### src/rtl/matmul_pkg.sv
// Shared sizing and FSM encoding for the result matrix store.
package matmul_pkg;
   localparam int DATA_W = 19;
   localparam int ADDR_W = 6;
   localparam int DEPTH  = 2 ** ADDR_W;
   localparam int CNT_W  = ADDR_W + 1;

   typedef enum logic [1:0] {
      ST_IDLE  = 2'd0,
      ST_FILL  = 2'd1,
      ST_DRAIN = 2'd2,
      ST_DONE  = 2'd3
   } state_e;
endpackage

### src/rtl/result_ram.sv
// DEPTH x DATA_W element array: synchronous write, combinational read, no reset.
module result_ram
   import matmul_pkg::*;
(
   input  logic                     clk,
   input  logic                     we_i,
   input  logic [ADDR_W-1:0]        waddr_i,
   input  logic signed [DATA_W-1:0] wdata_i,
   input  logic [ADDR_W-1:0]        raddr_i,
   output logic signed [DATA_W-1:0] rdata_o
);
   logic signed [DATA_W-1:0] mem_q [DEPTH];

   always_ff @(posedge clk) begin
      if (we_i) mem_q[waddr_i] <= wdata_i;
   end

   assign rdata_o = mem_q[raddr_i];
endmodule

### src/rtl/result_matrix_store.sv
// Collects an 8x8 result matrix in any address order, then drains it in ascending order
// over a valid/ready port.
module result_matrix_store
   import matmul_pkg::*;
(
   input  logic                     clk,
   input  logic                     rst,
   input  logic                     start,
   input  logic                     wr_valid,
   input  logic [ADDR_W-1:0]        wr_addr,
   input  logic signed [DATA_W-1:0] wr_data,
   output logic                     out_valid,
   input  logic                     out_ready,
   output logic [ADDR_W-1:0]        out_addr,
   output logic signed [DATA_W-1:0] out_data,
   output logic                     full,
   output logic [CNT_W-1:0]         fill_count,
   output logic                     err_overrun
);
   state_e                   state_q, state_d;
   logic [DEPTH-1:0]         mask_q, mask_d;
   logic [CNT_W-1:0]         cnt_q, cnt_d;
   logic                     full_q, full_d;
   logic                     ov_q, ov_d;
   logic [ADDR_W-1:0]        oa_q, oa_d;
   logic signed [DATA_W-1:0] od_q, od_d;
   logic                     err_q, err_d;
   logic                     ram_we;
   logic [ADDR_W-1:0]        raddr;
   logic signed [DATA_W-1:0] rdata;

   result_ram u_ram (
      .clk     (clk),
      .we_i    (ram_we && !rst),
      .waddr_i (wr_addr),
      .wdata_i (wr_data),
      .raddr_i (raddr),
      .rdata_o (rdata)
   );

   // While draining, look one element ahead so the next word is ready at the handshake edge.
   assign raddr = (state_q == ST_DRAIN) ? oa_q + ADDR_W'(1) : '0;

   always_comb begin
      state_d = state_q;
      mask_d  = mask_q;
      cnt_d   = cnt_q;
      full_d  = full_q;
      ov_d    = ov_q;
      oa_d    = oa_q;
      od_d    = od_q;
      err_d   = err_q;
      ram_we  = 1'b0;
      if (start) begin
         state_d = ST_FILL;
         mask_d  = '0;
         cnt_d   = '0;
         full_d  = 1'b0;
         ov_d    = 1'b0;
         oa_d    = '0;
         od_d    = '0;
         err_d   = 1'b0;
      end else begin
         unique case (state_q)
            ST_FILL: begin
               if (wr_valid) begin
                  ram_we          = 1'b1;
                  mask_d[wr_addr] = 1'b1;
                  if (!mask_q[wr_addr]) begin
                     cnt_d = cnt_q + CNT_W'(1);
                     // Last distinct element lands on this edge; element 0 may be that very write.
                     if (cnt_q == CNT_W'(DEPTH - 1)) begin
                        state_d = ST_DRAIN;
                        full_d  = 1'b1;
                        ov_d    = 1'b1;
                        oa_d    = '0;
                        od_d    = (wr_addr == '0) ? wr_data : rdata;
                     end
                  end
               end
            end
            ST_DRAIN: begin
               if (wr_valid) err_d = 1'b1;
               if (ov_q && out_ready) begin
                  if (oa_q == ADDR_W'(DEPTH - 1)) begin
                     state_d = ST_DONE;
                     ov_d    = 1'b0;
                  end else begin
                     oa_d = oa_q + ADDR_W'(1);
                     od_d = rdata;
                  end
               end
            end
            default: begin
               if (wr_valid) err_d = 1'b1;
            end
         endcase
      end
   end

   always_ff @(posedge clk) begin
      if (rst) begin
         state_q <= ST_IDLE;
         mask_q  <= '0;
         cnt_q   <= '0;
         full_q  <= 1'b0;
         ov_q    <= 1'b0;
         oa_q    <= '0;
         od_q    <= '0;
         err_q   <= 1'b0;
      end else begin
         state_q <= state_d;
         mask_q  <= mask_d;
         cnt_q   <= cnt_d;
         full_q  <= full_d;
         ov_q    <= ov_d;
         oa_q    <= oa_d;
         od_q    <= od_d;
         err_q   <= err_d;
      end
   end

   assign out_valid   = ov_q;
   assign out_addr    = oa_q;
   assign out_data    = od_q;
   assign full        = full_q;
   assign fill_count  = cnt_q;
   assign err_overrun = err_q;
endmodule

### config.mk
export PLATFORM = sky130hd
export DESIGN_NAME = result_matrix_store
export DESIGN_NICKNAME = d
export VERILOG_FILES = /design/src/rtl/matmul_pkg.sv /design/src/rtl/result_ram.sv /design/src/rtl/result_matrix_store.sv
export SDC_FILE = /design/constraint.sdc
export NUM_CORES = 2
export LEC_CHECK = 0
export BUFFER_PORTS_ARGS = -buffer_cell sky130_fd_sc_hd__buf_2
export CORE_AREA = 2 2 345 347
export CTS_CLUSTER_DIAMETER = 120
export DETAILED_ROUTE_END_ITERATION = 8
export DIE_AREA = 0 0 347 349
export SLEW_MARGIN = 15
export SYNTH_ARGS = -nofsm -noshare
export SYNTH_HDL_FRONTEND = slang
export SYNTH_SLANG_ARGS = --single-unit
export TNS_END_PERCENT = 20
### constraint.sdc
create_clock -name clk -period 4.4 [get_ports clk]
set_clock_uncertainty 0.15 [all_clocks]
set_input_delay 0.66 -clock clk [delete_from_list [all_inputs] [get_ports clk]]
set_output_delay 0.66 -clock clk [all_outputs]
set_load 0.05 [all_outputs]
# After elaboration in Yosys (flattened, before gate mapping)
# Memory sizes are Yosys's and may differ from the RTL's.
# Index checks and enable logic that the tools add are counted.
[totals]
register_bits = 101
latchBits = 0
ram_bits = 1216
mem_bits_ro = 0
inputBits = 30
out_inout_bits = 35
word_cells = 83
n_memories = 1
[op_classes]
n_addsub = 2
mul = 0
div_mod_pow = 0
n_lt_le_gt_ge = 2
eq_ne = 15
shifts = 0
muxes = 36
bitwise = 3
n_reduce_logical = 15
[mem_list]
columns = ["memory", "depth", "word_bits", "read_ports", "rd_ports_with_merged_regs", "write_ports", "line_no", "rtl"]
rows = [
  ["u_ram.mem_q", 64, 19, 1, 0, 1, "result_ram.sv:12", "logic signed [DATA_W-1:0] mem_q [DEPTH];"],
]
[ops]
columns = ["op", "n"]
rows = [
  ["19-bit 2-to-1 mux", 6],
  ["64-bit bitwise OR", 1],
  ["19-bit one-hot mux with 2 select lines", 1],
  ["6-bit 2-to-1 mux", 6],
  ["6-bit AND reduction", 3],
  ["1-bit 2-to-1 mux", 13],
  ["6-bit one-hot mux with 2 select lines", 1],
  ["2-bit 2-to-1 mux", 5],
  ["3-bit inequality test (second input constant)", 3],
  ["2-bit inequality test (second input constant)", 4],
  ["7-bit by 1-bit adder with 7-bit output (second input constant)", 1],
  ["7-bit by 6-bit == test with 1-bit output (second input constant)", 1],
  ["6-bit by 7-bit < comparator with 1-bit output (second input constant)", 1],
  ["6-bit by 1-bit adder with 6-bit output (second input constant)", 1],
  ["1-bit binary-select mux with 6-bit select", 1],
  ["1-bit demux with 6-bit select", 1],
  ["6-bit == test (second input constant)", 1],
  ["6-bit by 1-bit >= comparator with 1-bit output (second input constant)", 1],
  ["6-bit zero test", 1],
  ["3-bit by 2-bit inequality test with 1-bit output (second input constant)", 2],
  ["2-bit by 1-bit inequality test with 1-bit output (second input constant)", 2],
  ["2-bit one-hot mux with 2 select lines", 1],
  ["2-bit AND reduction", 2],
  ["4-bit AND reduction", 1],
  ["other kinds (10)", 13],
]

# Logic depth before layout (Yosys ltp)
# An unclocked memory read counts as a cell.
[logic_depth]
word_depth = 8
depth_mapped = 13

# By module
# Synthesis repeated with hierarchy kept, for this count alone.
[hier_totals]
cells_unflattened = 2575
area_unflattened_um2 = 51226.6
[modules_own_cells]
columns = ["mod", "instances", "cells_per_inst", "area_per_inst_um2", "seq_area_each_um2"]
rows = [
  ["result_ram", 1, 2094, 46733.6, 36515.0],
  ["result_matrix_store", 1, 481, 4493.1, 2021.9],
]

# Worst setup path before layout
# OpenSTA, ideal clock, no wires.
[synth_timing]
path_kind = "input port to flip-flop"
start = "input wr_addr[2]"
end = "memory u_ram.mem_q[45][0] (enable)"
setup_ns = 0.421
arrival_time_ns = 3.103
slack_ns = 0.726
stages = 6
cell_sequence = "buf_2 -> clkbuf_1 -> inv_1 -> nor3_1 -> nand2b_1 -> nor3_1"
[synth_rtl]
columns = ["item", "line_no", "rtl"]
rows = [
  ["start: declaration", "result_matrix_store.sv:10", "input logic [ADDR_W-1:0] wr_addr,"],
  ["end: declaration", "result_ram.sv:12", ""],
]
# No word-level cell before the write port.

# Final worst setup path
[layout_timing]
start = "register state_q[0]"
end = "register od_q[4], in the netlist out_data[4]"
[layout_between]
elab_chain_cells = 8
word_cells_on_any_way = 18
cone_classes = "eq/ne (7); mux (8); reduce/logical (2); memory (1)"
[layout_lines]
columns = ["item", "line_no", "rtl"]
rows = [
  ["start: declaration", "result_matrix_store.sv:20", "state_e state_q, state_d;"],
  ["start signal: assignment", "result_matrix_store.sv:112", "state_q <= state_d;"],
  ["2-bit == test", "result_matrix_store.sv:42, result_matrix_store.sv:64", ""],
  ["6-bit 2-to-1 mux", "result_matrix_store.sv:42", "assign raddr = (state_q == ST_DRAIN) ? oa_q + ADDR_W'(1) : '0;"],
  ["memory 64 x 19 bit", "-", ""],
  ["19-bit 2-to-1 mux", "result_matrix_store.sv:77", "od_d = (wr_addr == '0) ? wr_data : rdata;"],
  ["19-bit 2-to-1 mux", "result_matrix_store.sv:72", "if (cnt_q == CNT_W'(DEPTH - 1)) begin"],
  ["19-bit 2-to-1 mux", "result_matrix_store.sv:69", "if (!mask_q[wr_addr]) begin"],
  ["19-bit 2-to-1 mux", "result_matrix_store.sv:66", "if (wr_valid) begin"],
  ["19-bit one-hot mux with 2 select lines", "result_matrix_store.sv:64", "unique case (state_q)"],
  ["end signal: assignment", "result_matrix_store.sv:109", "od_q <= '0;"],
  ["end signal: assignment", "result_matrix_store.sv:118", "od_q <= od_d;"],
  ["end: declaration", "result_matrix_store.sv:26", "logic signed [DATA_W-1:0] od_q, od_d;"],
]
# Parallel ways exist; a longest one is shown, timed or not. The select of a mux whose other input is x is not followed.
# A chain may end at the register's enable or synchronous reset.

==> impl_metrics.tcl <==
set metrics [dict create \
    outcome "finished clean" \
    worst_slew_pin_slew_ns 1.18 \
    critPathArrivalTime_ns 4.52 \
    root_buffer "clkbuf_16" \
    max_cap_violations 0 \
    switchingPower_uw 5160 \
    drt_wl_total_mm 175 \
    num_vias 34367 \
    clock-sinks 1317 \
    synth_nets 3610 \
    wl_met1_mm 68.2 \
    timing.rr.end "out_data[4]" \
    max_freq_mhz 249 \
    seqPwrFrac 0.536 \
    synthDistinctLibCells 90 \
    rsz0062_at_grt "false" \
    wl_met3_mm 18.5 \
    overflow 0 \
    cp.required_ns 4.90 \
    yosysSeqAreaShare 0.736 \
    cts_buffers 139 \
    p_leak_uw 0.0203 \
    syn_area_um2 52400 \
    netlist_instances 3578 \
    hold_class "in -> reg" \
    placed_cell_area_um2 55900 \
    grt_max_degree 104 \
    startpoint "state_q[0]" \
    viasPerCell 6.34 \
    slew-limit-headroom 0.216 \
    highest_layer "met5" \
    endpoint_kind "flip-flop" \
    fin_area_um2 60300 \
    async_reset_ff_frac 0 \
    clockPowerShare 0.448 \
    setup-tns-final_ns 0 \
    path_max_fanout 36 \
    port_buffers 64 \
    pwr_density_cell_nw_per_um2 423 \
    period_share 0.913 \
    synth_ff_type "edfxtp_1" \
    gp_congestion 0.913 \
    hold_slack_ns 0.0339 \
    drc 0 \
    drtPass1Iterations 6 \
    regArea_um2 38500 \
    period_needed_ns 4.02 \
    first_global_vias 32154 \
    hold_viol_final 0 \
    drive_gt1_frac 0.178 \
    avgSynthCellArea_um2 14.6 \
    synth-edff-count 1216 \
    drv_slew 0 \
    core_um2 117000 \
    start_kind "flip-flop" \
    setup_viol 0 \
    groute.usage.overall 0.285 \
    hpwlAfterDp_mm 109 \
    ant_nets 0 \
    clk_pin_slew_ns 0.06 \
    rr_worst_depth 10 \
    worstSetupEndpoint "out_data[4]" \
    wl_per_cell_um 32.3 \
    post_cts_resized 0 \
    clock_latency_ns 0.75 \
    reg2reg_slack_ns 0.38 \
    ys_ff_latch 1317 \
    die_w_um 347 \
    switching_share 0.202 \
    met2_wirelength_mm 80.1 \
    syn2layout_area_growth_pct 15.1 \
    grt_pass1_wl_mm 245 \
    post-synth-top-area-fraction 0.697 \
    ys_warn_count 0 \
    cts_tree "done" \
    drtIter0Drc 5002 \
    ir_worst_vdd_v 0.000426 \
    intPower_uw 20400 \
    comb_power_share 0.016 \
    ctsHtreeMaxLevel 4 \
    clockBufferDepth 3 \
    die-height_um 349 \
    synthTopCellsByArea "edfxtp_1, dfxtp_1, nand2_1, mux2i_1, mux2_2" \
    start_util 0.446 \
    multi_input_area_um2 13000 \
    ios 65 \
    die-area_um2 121000 \
    criticalPathCategory "reg -> reg" \
    yosysTopAreaCell "edfxtp_1" \
    utilization 0.514 \
    r2r_start "state_q[0]" \
    fillCellCount 9623 \
    hp-start "wr_valid" \
    finalNetCount 3799 \
    fp-row-count 126 \
    grt_antenna_before_repair 20 \
]
## per-stage QoR
step / power (µW) / std cells / setup slack [ns]
5_1_grt: 26100 / 5413 / 0.238
2_1_floorplan: 14000 / 3578 / 0.726
4_1_cts: 25600 / 5413 / 0.501
3_5_place_dp: 14300 / 5161 / 0.514
6_report: 25500 / 5420 / 0.381
3_3_place_gp: 14300 / 5161 / 0.383
## metal layers
layer	track usage	vias up
li1	-	14376
met1	0.385	17491
met2	0.442	2097
met3	0.0656	391
met4	0.126	12
met5	0	-
## sequential cells by signal (all words and copies together) (netlist names)
name and count:
mask_q 64, out_addr 6, state_q 2, full 1, out_data 19, fill_count 7
out_valid 1, u_ram.mem_q 1216, err_overrun 1
## how the worst min path moves through the flow
stage	to	slack (ns)	depth (start not counted)
after floorplan	mask_q[13]	0.27	1
after global placement	mask_q[8]	0.28	1
after detailed placement	mask_q[13]	0.29	1
after CTS	err_overrun	0.004	3
after global routing	err_overrun	0.02	3
final	err_overrun	0.03	3
## synth_stat cells, types with 50 or more instances
library cell,count
buf_2,113
nand2_1,421
edfxtp_1,1216
nor2_1,153
dfxtp_1,101
a21oi_1,153
a31oi_1,51
mux2_2,69
o22ai_1,66
a21o_1,68
or3_1,50
clkbuf_1,113
o21ai_0,145
nand3_1,103
o211ai_1,68
mux2i_1,137
## worst max-delay path, cell delays in order, from the launching register on
cell and delay (ns):
dfxtp_1 0.71, or3b_4 0.71, buf_12 0.27, buf_4 0.34
nand2_1 0.09, a21oi_1 0.45, o21ai_0 0.23, nor4_1 0.37
buf_4 0.18, nor3_1 0.04, o32ai_1 0.27
## layout by cell type (no fill, tap or decap), drive strengths merged, types with 8 or more instances in the layout
cell     instances
buf            303
o2bb2ai         11
nand4            8
mux4            18
o21ai          159
a211oi          45
mux2i          138
nand2b           8
clkbuf         185
a311oi          21
a21o            68
a32oi           21
inv             13
dfxtp          101
a22oi           29
clkinv          47
a31oi           51
o311ai          10
a22o            14
mux2            74
nand2          421
nor3            42
nor4            12
o2111ai         11
o211ai          68
a221oi          24
o32ai            8
and3b            8
o22ai           68
and2             8
o221ai          45
a21oi          154
and3            30
nor2           155
or3             50
bufinv           9
nand3          103
nor2b           20
edfxtp        1216
## kinds of logic after synthesis
logic type                 after synthesis  share of synthesized area
adders and majority gates                2                   0.000478
buffers and inverters                  263                     0.0220
muxes                                  230                     0.0502
AOI/OAI and AO/OA                      866                      0.113
xor gates and xnor gates                 8                    0.00162
and+or+nand+nor                        892                     0.0775
DFF                                   1317                      0.736
## final cells by class
cell class	instances	share of cell area
clock inverters	66	0.00965
repair buffers	304	0.0402
inverters	7	0.000477
clock buffers	185	0.0634
flip-flops and latches	1317	0.639
diodes	7	0.000290
well taps	1536	0.0319
multi-input cells	1998	0.215
## repair_timing
item                       in CTS  in global routing
hold buffers                    1                  0
hold endpoints to repair        1                  0
setup endpoints to repair       0                  0
setup buffers                   0                  0
## power by group through the flow
stage               sequential [µW]  clock (µW)  combinational (µW)
floorplan                     13900           0                77.0
detailed placement            13900           0                 392
global route                  13700       12000                 413
finish                        13700       11400                 400
CTS                           13700       11500                 392
global placement              13900           0                 385
Power figures use the tool's default switching activity.
